[src/rtl/harmonic_detector.sv]
// Single-bin correlating detector: multiplies one 256-sample frame by the sine and
// cosine of a selected harmonic and accumulates the in-phase and quadrature sums.

module sync_rom (
    input  logic               i_clk,
    input  logic [7:0]         i_addr,
    output logic signed [15:0] o_data
);
    localparam int unsigned DEPTH  = 256;
    localparam int unsigned DATA_W = 16;

    // Full-period table, round(32767 * sin(2*pi*k/256)), built at elaboration.
    function automatic logic [DEPTH*DATA_W-1:0] build_sine();
        logic [DEPTH*DATA_W-1:0] table_bits;
        real v;
        int  q;
        table_bits = '0;
        for (int k = 0; k < int'(DEPTH); k++) begin
            v = 32767.0 * $sin(2.0 * 3.141592653589793 * real'(k) / 256.0);
            q = (v >= 0.0) ? $rtoi(v + 0.5) : -$rtoi(0.5 - v);
            table_bits[k*DATA_W +: DATA_W] = 16'(q);
        end
        return table_bits;
    endfunction

    localparam logic [DEPTH*DATA_W-1:0] SINE_TABLE = build_sine();

    always_ff @(posedge i_clk) begin
        o_data <= SINE_TABLE[{i_addr, 4'd0} +: DATA_W];
    end
endmodule

module harmonic_detector #(
    parameter int unsigned FRAME_LEN = 256,
    parameter int unsigned ACC_W     = 44
) (
    input  logic                    clk,
    input  logic                    reset,
    input  logic                    start,
    input  logic [3:0]              freq,
    input  logic                    in_valid,
    output logic                    in_ready,
    input  logic signed [19:0]      in_sample,
    output logic                    busy,
    output logic                    out_valid,
    output logic signed [ACC_W-1:0] sin_acc,
    output logic signed [ACC_W-1:0] cos_acc
);
    localparam int unsigned SAMPLE_W   = 20;
    localparam int unsigned COEF_W     = 16;
    localparam int unsigned PROD_W     = SAMPLE_W + COEF_W;
    localparam int unsigned ADDR_W     = 8;
    localparam int unsigned CNT_W      = $clog2(FRAME_LEN);
    localparam int unsigned COS_OFFSET = 64;

    localparam logic [1:0] ST_IDLE  = 2'd0;
    localparam logic [1:0] ST_ACQ   = 2'd1;
    localparam logic [1:0] ST_DRAIN = 2'd2;
    localparam logic [1:0] ST_DONE  = 2'd3;

    logic [1:0]                r_state;
    logic [1:0]                w_next_state;
    logic [3:0]                r_freq;
    logic [ADDR_W-1:0]         r_addr;
    logic [CNT_W-1:0]          r_count;
    logic                      w_start_ok;
    logic                      w_accept;
    logic                      w_last;
    logic                      w_finish;
    logic [ADDR_W-1:0]         w_cos_addr;
    logic signed [COEF_W-1:0]  w_sin_coef;
    logic signed [COEF_W-1:0]  w_cos_coef;
    logic                      r_v0;
    logic                      r_v1;
    logic signed [SAMPLE_W-1:0] r_s0_sample;
    logic signed [PROD_W-1:0]  r_sin_prod;
    logic signed [PROD_W-1:0]  r_cos_prod;
    logic                      r_in_ready;
    logic                      r_busy;
    logic                      r_out_valid;
    logic signed [ACC_W-1:0]   r_sin_acc;
    logic signed [ACC_W-1:0]   r_cos_acc;

    assign w_start_ok = start && (freq != 4'd0) && ((r_state == ST_IDLE) || (r_state == ST_DONE));
    assign w_accept   = r_in_ready && in_valid;
    assign w_last     = w_accept && (r_count == CNT_W'(FRAME_LEN - 1));
    assign w_finish   = (r_state == ST_DRAIN) && (w_next_state == ST_DONE);
    assign w_cos_addr = r_addr + ADDR_W'(COS_OFFSET);

    sync_rom u_sin_rom (.i_clk(clk), .i_addr(r_addr),     .o_data(w_sin_coef));
    sync_rom u_cos_rom (.i_clk(clk), .i_addr(w_cos_addr), .o_data(w_cos_coef));

    // DRAIN completes once neither pipeline stage holds a pending product.
    always_comb begin
        w_next_state = r_state;
        case (r_state)
            ST_IDLE:  if (w_start_ok) w_next_state = ST_ACQ;
            ST_ACQ:   if (w_last) w_next_state = ST_DRAIN;
            ST_DRAIN: if (!r_v0 && !r_v1) w_next_state = ST_DONE;
            ST_DONE:  if (w_start_ok) w_next_state = ST_ACQ;
            default:  w_next_state = ST_IDLE;
        endcase
    end

    always_ff @(posedge clk) begin
        if (reset) begin
            r_state     <= ST_IDLE;
            r_freq      <= 4'd0;
            r_addr      <= '0;
            r_count     <= '0;
            r_v0        <= 1'b0;
            r_v1        <= 1'b0;
            r_in_ready  <= 1'b0;
            r_busy      <= 1'b0;
            r_out_valid <= 1'b0;
            r_sin_acc   <= '0;
            r_cos_acc   <= '0;
        end else begin
            r_state     <= w_next_state;
            r_in_ready  <= (w_next_state == ST_ACQ);
            r_busy      <= (w_next_state == ST_ACQ) || (w_next_state == ST_DRAIN) || w_finish;
            r_out_valid <= w_finish;
            r_v0        <= w_accept;
            r_v1        <= r_v0;
            if (w_start_ok) begin
                r_freq  <= freq;
                r_addr  <= '0;
                r_count <= '0;
            end else if (w_accept) begin
                r_addr  <= r_addr + ADDR_W'(r_freq);
                r_count <= r_count + CNT_W'(1);
            end
            if (w_start_ok) begin
                r_sin_acc <= '0;
                r_cos_acc <= '0;
            end else if (r_v1) begin
                r_sin_acc <= r_sin_acc + ACC_W'(r_sin_prod);
                r_cos_acc <= r_cos_acc + ACC_W'(r_cos_prod);
            end
        end
    end

    // Datapath registers; qualified by the valid bits, so no reset needed.
    always_ff @(posedge clk) begin
        if (w_accept) begin
            r_s0_sample <= in_sample;
        end
        if (r_v0) begin
            r_sin_prod <= PROD_W'(r_s0_sample) * PROD_W'(w_sin_coef);
            r_cos_prod <= PROD_W'(r_s0_sample) * PROD_W'(w_cos_coef);
        end
    end

    assign in_ready  = r_in_ready;
    assign busy      = r_busy;
    assign out_valid = r_out_valid;
    assign sin_acc   = r_sin_acc;
    assign cos_acc   = r_cos_acc;
endmodule

[config.mk]
export PLATFORM = sky130hd
export DESIGN_NAME = harmonic_detector
export DESIGN_NICKNAME = d
export VERILOG_FILES = /design/src/rtl/harmonic_detector.sv
export SDC_FILE = /design/constraint.sdc
export NUM_CORES = 2
export LEC_CHECK = 0
export ABC_AREA = 1
export CORE_ASPECT_RATIO = 0.9
export CORE_MARGIN = 8
export CORE_UTILIZATION = 60
export CTS_BUF_LIST = sky130_fd_sc_hd__clkbuf_8
export DETAILED_ROUTE_END_ITERATION = 6
export PLACE_DENSITY = 0.78
export SLEW_MARGIN = 20
export SYNTH_ARGS = -nofsm -noshare
export SYNTH_HDL_FRONTEND = slang
export SYNTH_SLANG_ARGS = --single-unit
[constraint.sdc]
create_clock -name clk -period 17.8 [get_ports clk]
set_input_delay 1.78 -clock clk [delete_from_list [all_inputs] [get_ports clk]]
set_output_delay 1.78 -clock clk [all_outputs]
set_load 0.03 [all_outputs]
[Word-level counts from Yosys, hierarchy flattened]
Index checks and enable logic that the tools add are counted.
Widths: inputs -> output; s select.
Storage, ports and cells
  flip-flop bits (word level): 239
  bits of input ports: 28
  output and inout port bits: 91
  word-level logic and storage cells: 51
Cells by class
  add/subtract/negate cells: 5
  multiply operators: 2
  equal/unequal tests: 7
  shift operators: 2
  muxes and demuxes: 4
  reduce and logical (&&, ||, !) cells: 15
Operators by type and width (number)
  $shiftx 4096x13->16 const A: 2
  $add 44x36->44: 2
  $mul 20x16->36: 2
  $add 8x1->8 const B: 1
  $add 8x4->8: 1
  $add 8x7->8 const B: 1
  $eq 2x2->1 const B: 4
  $eq 8x8->1 const B: 1
  $logic_and 1x1->1: 6
  $mux 2: 3
  $pmux 2 s3: 1
  $eq 2x1->1 const B: 2
  $reduce_bool 4->1: 1
  $reduce_or 2->1: 2
  $logic_or 1x1->1: 3
  $logic_not 1->1: 2
  $logic_not 2->1: 1

[Depth between registers and ports, before layout]
  word-level depth: 8
  mapped depth: 28
  gate-level depth less buffers: 27

[Hierarchy]
From an unflattened synthesis, not the netlist that was laid out.
Unflattened totals
  cells, all modules: 7091
  area total of the unflattened synthesis: 47588.1 µm²
Modules (own cells, without submodules)
  harmonic_detector: times used 1, cells each 5291, area each 38897.3 µm², seq. area each 5064.9 µm²
  sync_rom: times used 2, cells each 900, area each 4345.4 µm², seq. area each 320.3 µm²

[Least setup slack after synthesis]
OpenSTA, ideal clock, no wires.
  path type: reg-to-reg
  start point: reg r_s0_sample[19]
  end point: reg r_cos_prod[35], data pin
  library setup time: 0.252 ns
  arrival: 5.437 ns
  data required time: 17.548 ns
  setup slack: 12.111 ns
  stages on the path, launching flop included: 22
  buffers on the path: 1
  period minus slack after synthesis: 5.689 ns
  cell sequence: edfxtp_1 -> clkbuf_1 -> nand2_1 -> inv_1 -> fa_1 -> fa_1 -> fa_1 -> fa_1 -> fa_1 -> inv_1 -> fa_1 -> inv_1 -> ha_1 -> nand2_1 -> nor2_1 -> inv_1 -> nor4_1 -> inv_1 -> nor3_1 -> a21oi_1 -> nand2_1 -> nand2_1
Between the ends
  word-level cells in the longest chain between the ends: 1
Ends and longest elaborated chain
  from (decl): RTL line 75  | logic signed [SAMPLE_W-1:0] r_s0_sample;
  from (signal assigned): RTL line 146  | r_s0_sample <= in_sample;
  $mul 20x16->36: RTL line 150  | r_cos_prod <= PROD_W'(r_s0_sample) * PROD_W'(w_cos_coef);
  to (signal assigned): RTL line 150
  to (decl): RTL line 77  | logic signed [PROD_W-1:0] r_cos_prod;
No other way between the ends.
A chain may end at the register's enable or synchronous reset.

[Worst setup path in the final report]
  start point: reg u_cos_rom.o_data[1]
  end point: reg r_cos_prod[35], data pin
Between the ends
  word-level cells in the longest chain between the ends: 1
Ends and longest elaborated chain
  from (decl): RTL line 7  | output logic signed [15:0] o_data
  from (signal assigned): RTL line 29  | o_data <= SINE_TABLE[{i_addr, 4'd0} +: DATA_W];
  $mul 20x16->36: RTL line 150
No other way between the ends.

==> results.rst <==
.. list-table::
   :header-rows: 1

   * - Metric
     - Value
   * - Run status
     - completed
   * - Setup total negative slack
     - 0 ps
   * - Final Max Tran Viols
     - 0
   * - Maximum clock frequency
     - 147 MHz
   * - Met3 Use GR
     - 0.0777
   * - Die footprint
     - 81,300 µm²
   * - Ranking of synthesized cells by area
     - sky130_fd_sc_hd__fa_1 (29%), sky130_fd_sc_hd__nand2_1 (14%), sky130_fd_sc_hd__inv_1 (13%)
   * - Router iterations before antenna repair
     - 6
   * - Slowest Stage Delay on Critical Path
     - 920 ps
   * - Total of hold buffers inserted after clock tree synthesis
     - 0
   * - Antenna Violating Nets Remaining
     - 0
   * - Crit share post-route
     - 0.383
   * - Category of cells accounting for the largest share of critical-path delay
     - adder cells
   * - Grt met2 use
     - 0.537
   * - Yosys cell types
     - 66
   * - Root Buffer
     - sky130_fd_sc_hd__clkbuf_8
   * - Most heavily used metal layer in global routing
     - met2
   * - Maximum clock skew at final layout
     - approximately 73 ps
   * - Number of enable flip-flop cells after synthesis
     - 92
   * - Met1 usage in global routing
     - 0.463
   * - Share of the synthesized netlist area taken by xor and xnor gates
     - 0.0214
   * - Post-placement worst setup slack
     - between 10,000 and 15,000 ps
   * - Hold Path Class
     - flip-flop to flip-flop
   * - Residual DRC
     - 0
   * - H-tree levels
     - 2
   * - Slowest cell on crit path
     - sky130_fd_sc_hd__fa_1
   * - Cell area after layout
     - 46,300 µm²
   * - Reg-to-Reg Start
     - u_cos_rom.o_data[1]$_DFF_P_
   * - Synthesized netlist cell count
     - around 6,100
   * - Average routed wire per standard cell
     - 19.5 µm
   * - Average cell area after synthesis
     - around 7.1 µm²
   * - Count of final setup violators
     - 0
   * - Most common library cell in the layout ignoring fill and taps
     - sky130_fd_sc_hd__nand2_1
   * - Multiplexer share of the synthesized area
     - 0
   * - Endpoints failing hold
     - 0
   * - Flop-to-flop setup slack
     - 10,990 ps
   * - Share of the synthesized area in compound gates (AO/OA/AOI/OAI)
     - 0.0905
   * - Post-layout utilization of the core
     - 0.648
   * - Die Span Y
     - 271 µm
   * - CTS tree
     - yes
   * - Proportion of synthesized chip area in sequential cells
     - 0.131
   * - Hold Startpoint
     - r_count[0]$_SDFFE_PP0P_
   * - Post-synth top area cell
     - sky130_fd_sc_hd__fa_1
   * - Post-synth ARST share
     - 0
   * - Initial antenna violation count
     - 5
   * - Simple-gate area share of the yosys netlist
     - 0.229
   * - Placer's final routability congestion estimate
     - 1.01
   * - Critical-path cell list
     - nand2_1 -> inv_1 -> fa_1 -> fa_1 -> fa_1 -> fa_1 -> fa_1 -> fa_1 -> ha_1 -> nand2_1 -> nor2_1 -> inv_1 -> nor4_1 -> inv_1 -> o21ai_0 -> a21oi_1 -> nand2_1 -> nand2_1
   * - Area grow syn2layout
     - 6.69%
   * - Number of global-route vias before repair
     - roughly 40,000
   * - Category of the worst setup path capture point
     - flip-flop
   * - Global-route wire length before repair
     - 221,000 µm
   * - Port buffer count
     - 118
   * - Area fraction of the dominant cell type after synthesis
     - 0.295
   * - Area share of fa/ha/maj cells after synthesis
     - 0.379
   * - Nets
     - 7,102
   * - Count of cells along the worst hold path
     - 2
   * - Min cycle time layout
     - 6810 ps
   * - Total standard cell area after synthesis
     - 43,400 µm²
   * - Clock slew at reported path FFs
     - 70 ps
   * - Yosys Warn Count
     - 0
   * - Required time reported for the critical path endpoint
     - ~18,000 ps
   * - Ratio of routed vias to standard cells
     - between 5 and 6
   * - Placement row count
     - between 90 and 100
   * - Most used cells in the layout excluding fill and tap cells
     - sky130_fd_sc_hd__nand2_1 (1,626), sky130_fd_sc_hd__inv_1 (1,490), sky130_fd_sc_hd__fa_1 (639), sky130_fd_sc_hd__nor2_1 (509), sky130_fd_sc_hd__ha_1 (293)
   * - Die width
     - 300 µm
   * - Sum of buffers and inverters on the critical path
     - 3
   * - Critical R2R Capture
     - r_cos_prod[35]$_DFFE_PP_
   * - CP startpoint kind
     - flip-flop
   * - Number of gates given a new drive strength after cts
     - 0
   * - Min setup slack post-route
     - 10,990 ps
   * - Fraction of final layout cells sized beyond drive strength 1
     - 0.0301
   * - Area after detailed placement
     - 45,300 µm²
   * - Placeable core area
     - between 70,000 and 80,000 µm²
   * - Setup repair after global routing missed its margin
     - no
   * - Longest Clk Path Bufs
     - 3
   * - Tot GR Track Use
     - 0.340
   * - Endpoint of the worst hold-timing path
     - r_count[0]$_SDFFE_PP0P_
   * - Transition time at the pin with the least slew margin
     - 1210 ps
   * - Number of violations of the max-capacitance limit
     - 0
   * - Top-Level Pins
     - ~120
   * - Number of synthesized register bits
     - 239
   * - Count of cells along the worst register-to-register path
     - 18
   * - Setup fix buffers added after clock tree synthesis
     - 0
   * - Combinational family with the most area after synthesis
     - adder cells
   * - Initial Util
     - 0.607
   * - Slew headroom
     - 0.194
   * - Placed wire-length estimate
     - 111,000 µm
   * - Leading register cell type out of synthesis
     - sky130_fd_sc_hd__dfxtp_1
   * - Most common cell type on the critical path
     - sky130_fd_sc_hd__fa_1
   * - Critical path fanouts, max
     - 20
   * - Data arrival at the endpoint of the critical path
     - 7170 ps
   * - Clock Latency Late Sink
     - around 700 ps
   * - Pin count of the biggest net entering global routing
     - 78
   * - Total nets after synthesis
     - 7,102
   * - CTS Buf Count
     - 46
   * - Final Routed Wirelength
     - 139,000 µm
   * - Global-route congestion overflow total
     - 0
   * - First DRT Iteration DRCs
     - 3,687
   * - DR vias
     - about 40,000
   * - Crit path kind
     - flip-flop to flip-flop
   * - TritonCTS Sinks
     - 239
-- state kept, by name, summed over array words and instances, names as in the netlist --
signal	cells
busy	1
r_s0_sample	20
out_valid	1
r_state	2
in_ready	1
r_v1	1
cos_acc	44
u_cos_rom.o_data	16
r_cos_prod	36
r_count	8
u_sin_rom.o_data	16
r_addr	8
r_sin_prod	36
r_freq	4
r_v0	1
sin_acc	44
-- worst min-delay path: stages, from the launching register on --
cell,delay (ps)
sky130_fd_sc_hd__dfxtp_1,320
sky130_fd_sc_hd__nand2_1,60
sky130_fd_sc_hd__a21oi_1,50
-- synthesized netlist by cell type, drive strengths merged, types with 28 or more instances --
cell type and count:
o211ai 29, buf 48, a21oi 264, o21ai 249
xnor2 31, nand3 204, nor2 524, xor2 75
ha 293, dfxtp 147, edfxtp 92, nand4 64
clkbuf 159, o21bai 28, nand2 1639, inv 1490
fa 639
-- worst max-delay path by stage --
stage / start / end / cells past startpoint
detailed placement: u_cos_rom.o_data[4]$_DFF_P_ / r_cos_prod[32]$_DFFE_PP_ / 18
floorplan: r_s0_sample[19]$_DFFE_PP_ / r_cos_prod[35]$_DFFE_PP_ / 21
global placement: u_cos_rom.o_data[1]$_DFF_P_ / r_cos_prod[32]$_DFFE_PP_ / 18
CTS: u_cos_rom.o_data[4]$_DFF_P_ / r_cos_prod[32]$_DFFE_PP_ / 18
global route: u_cos_rom.o_data[1]$_DFF_P_ / r_cos_prod[35]$_DFFE_PP_ / 20
finish: u_cos_rom.o_data[1]$_DFF_P_ / r_cos_prod[35]$_DFFE_PP_ / 18
-- area by class of cell --
cell class	instances	area (µm²)
sequential	239	5720
fill	6503	25200
clock inverter	34	367
tap	950	1190
inverter	1492	5600
antenna	3	7.51
timing repair buffer	159	1490
multi-input combinational	4204	31300
clock buffer	51	702
-- through the flow --
stage / hold WS [ps] / cells
detailed placement: 479 / 7044
finish: 481 / 7132
floorplan: 445 / 6142
CTS: 488 / 7129
global placement: 465 / 7044
global route: 513 / 7130
-- metal layers --
| layer | vias up | wire length (µm) |
|---|---|---|
| li1 | 18400 | - |
| met4 | 4 | 5000 |
| met3 | 371 | 15300 |
| met1 | 19100 | 57100 |
| met5 | - | 32 |
| met2 | 2160 | 62000 |
-- kinds of logic after synthesis --
kind of cell	count (synthesis)
AOI/OAI and AO/OA	683
xor gates and xnor gates	106
adders and majority gates	932
buffers and inverters	1699
DFF	239
and+or+nand+nor	2483
Power is left out: the tool's default activity adds up to more than one toggle a clock period on the data nets, which glitch-free logic cannot reach.
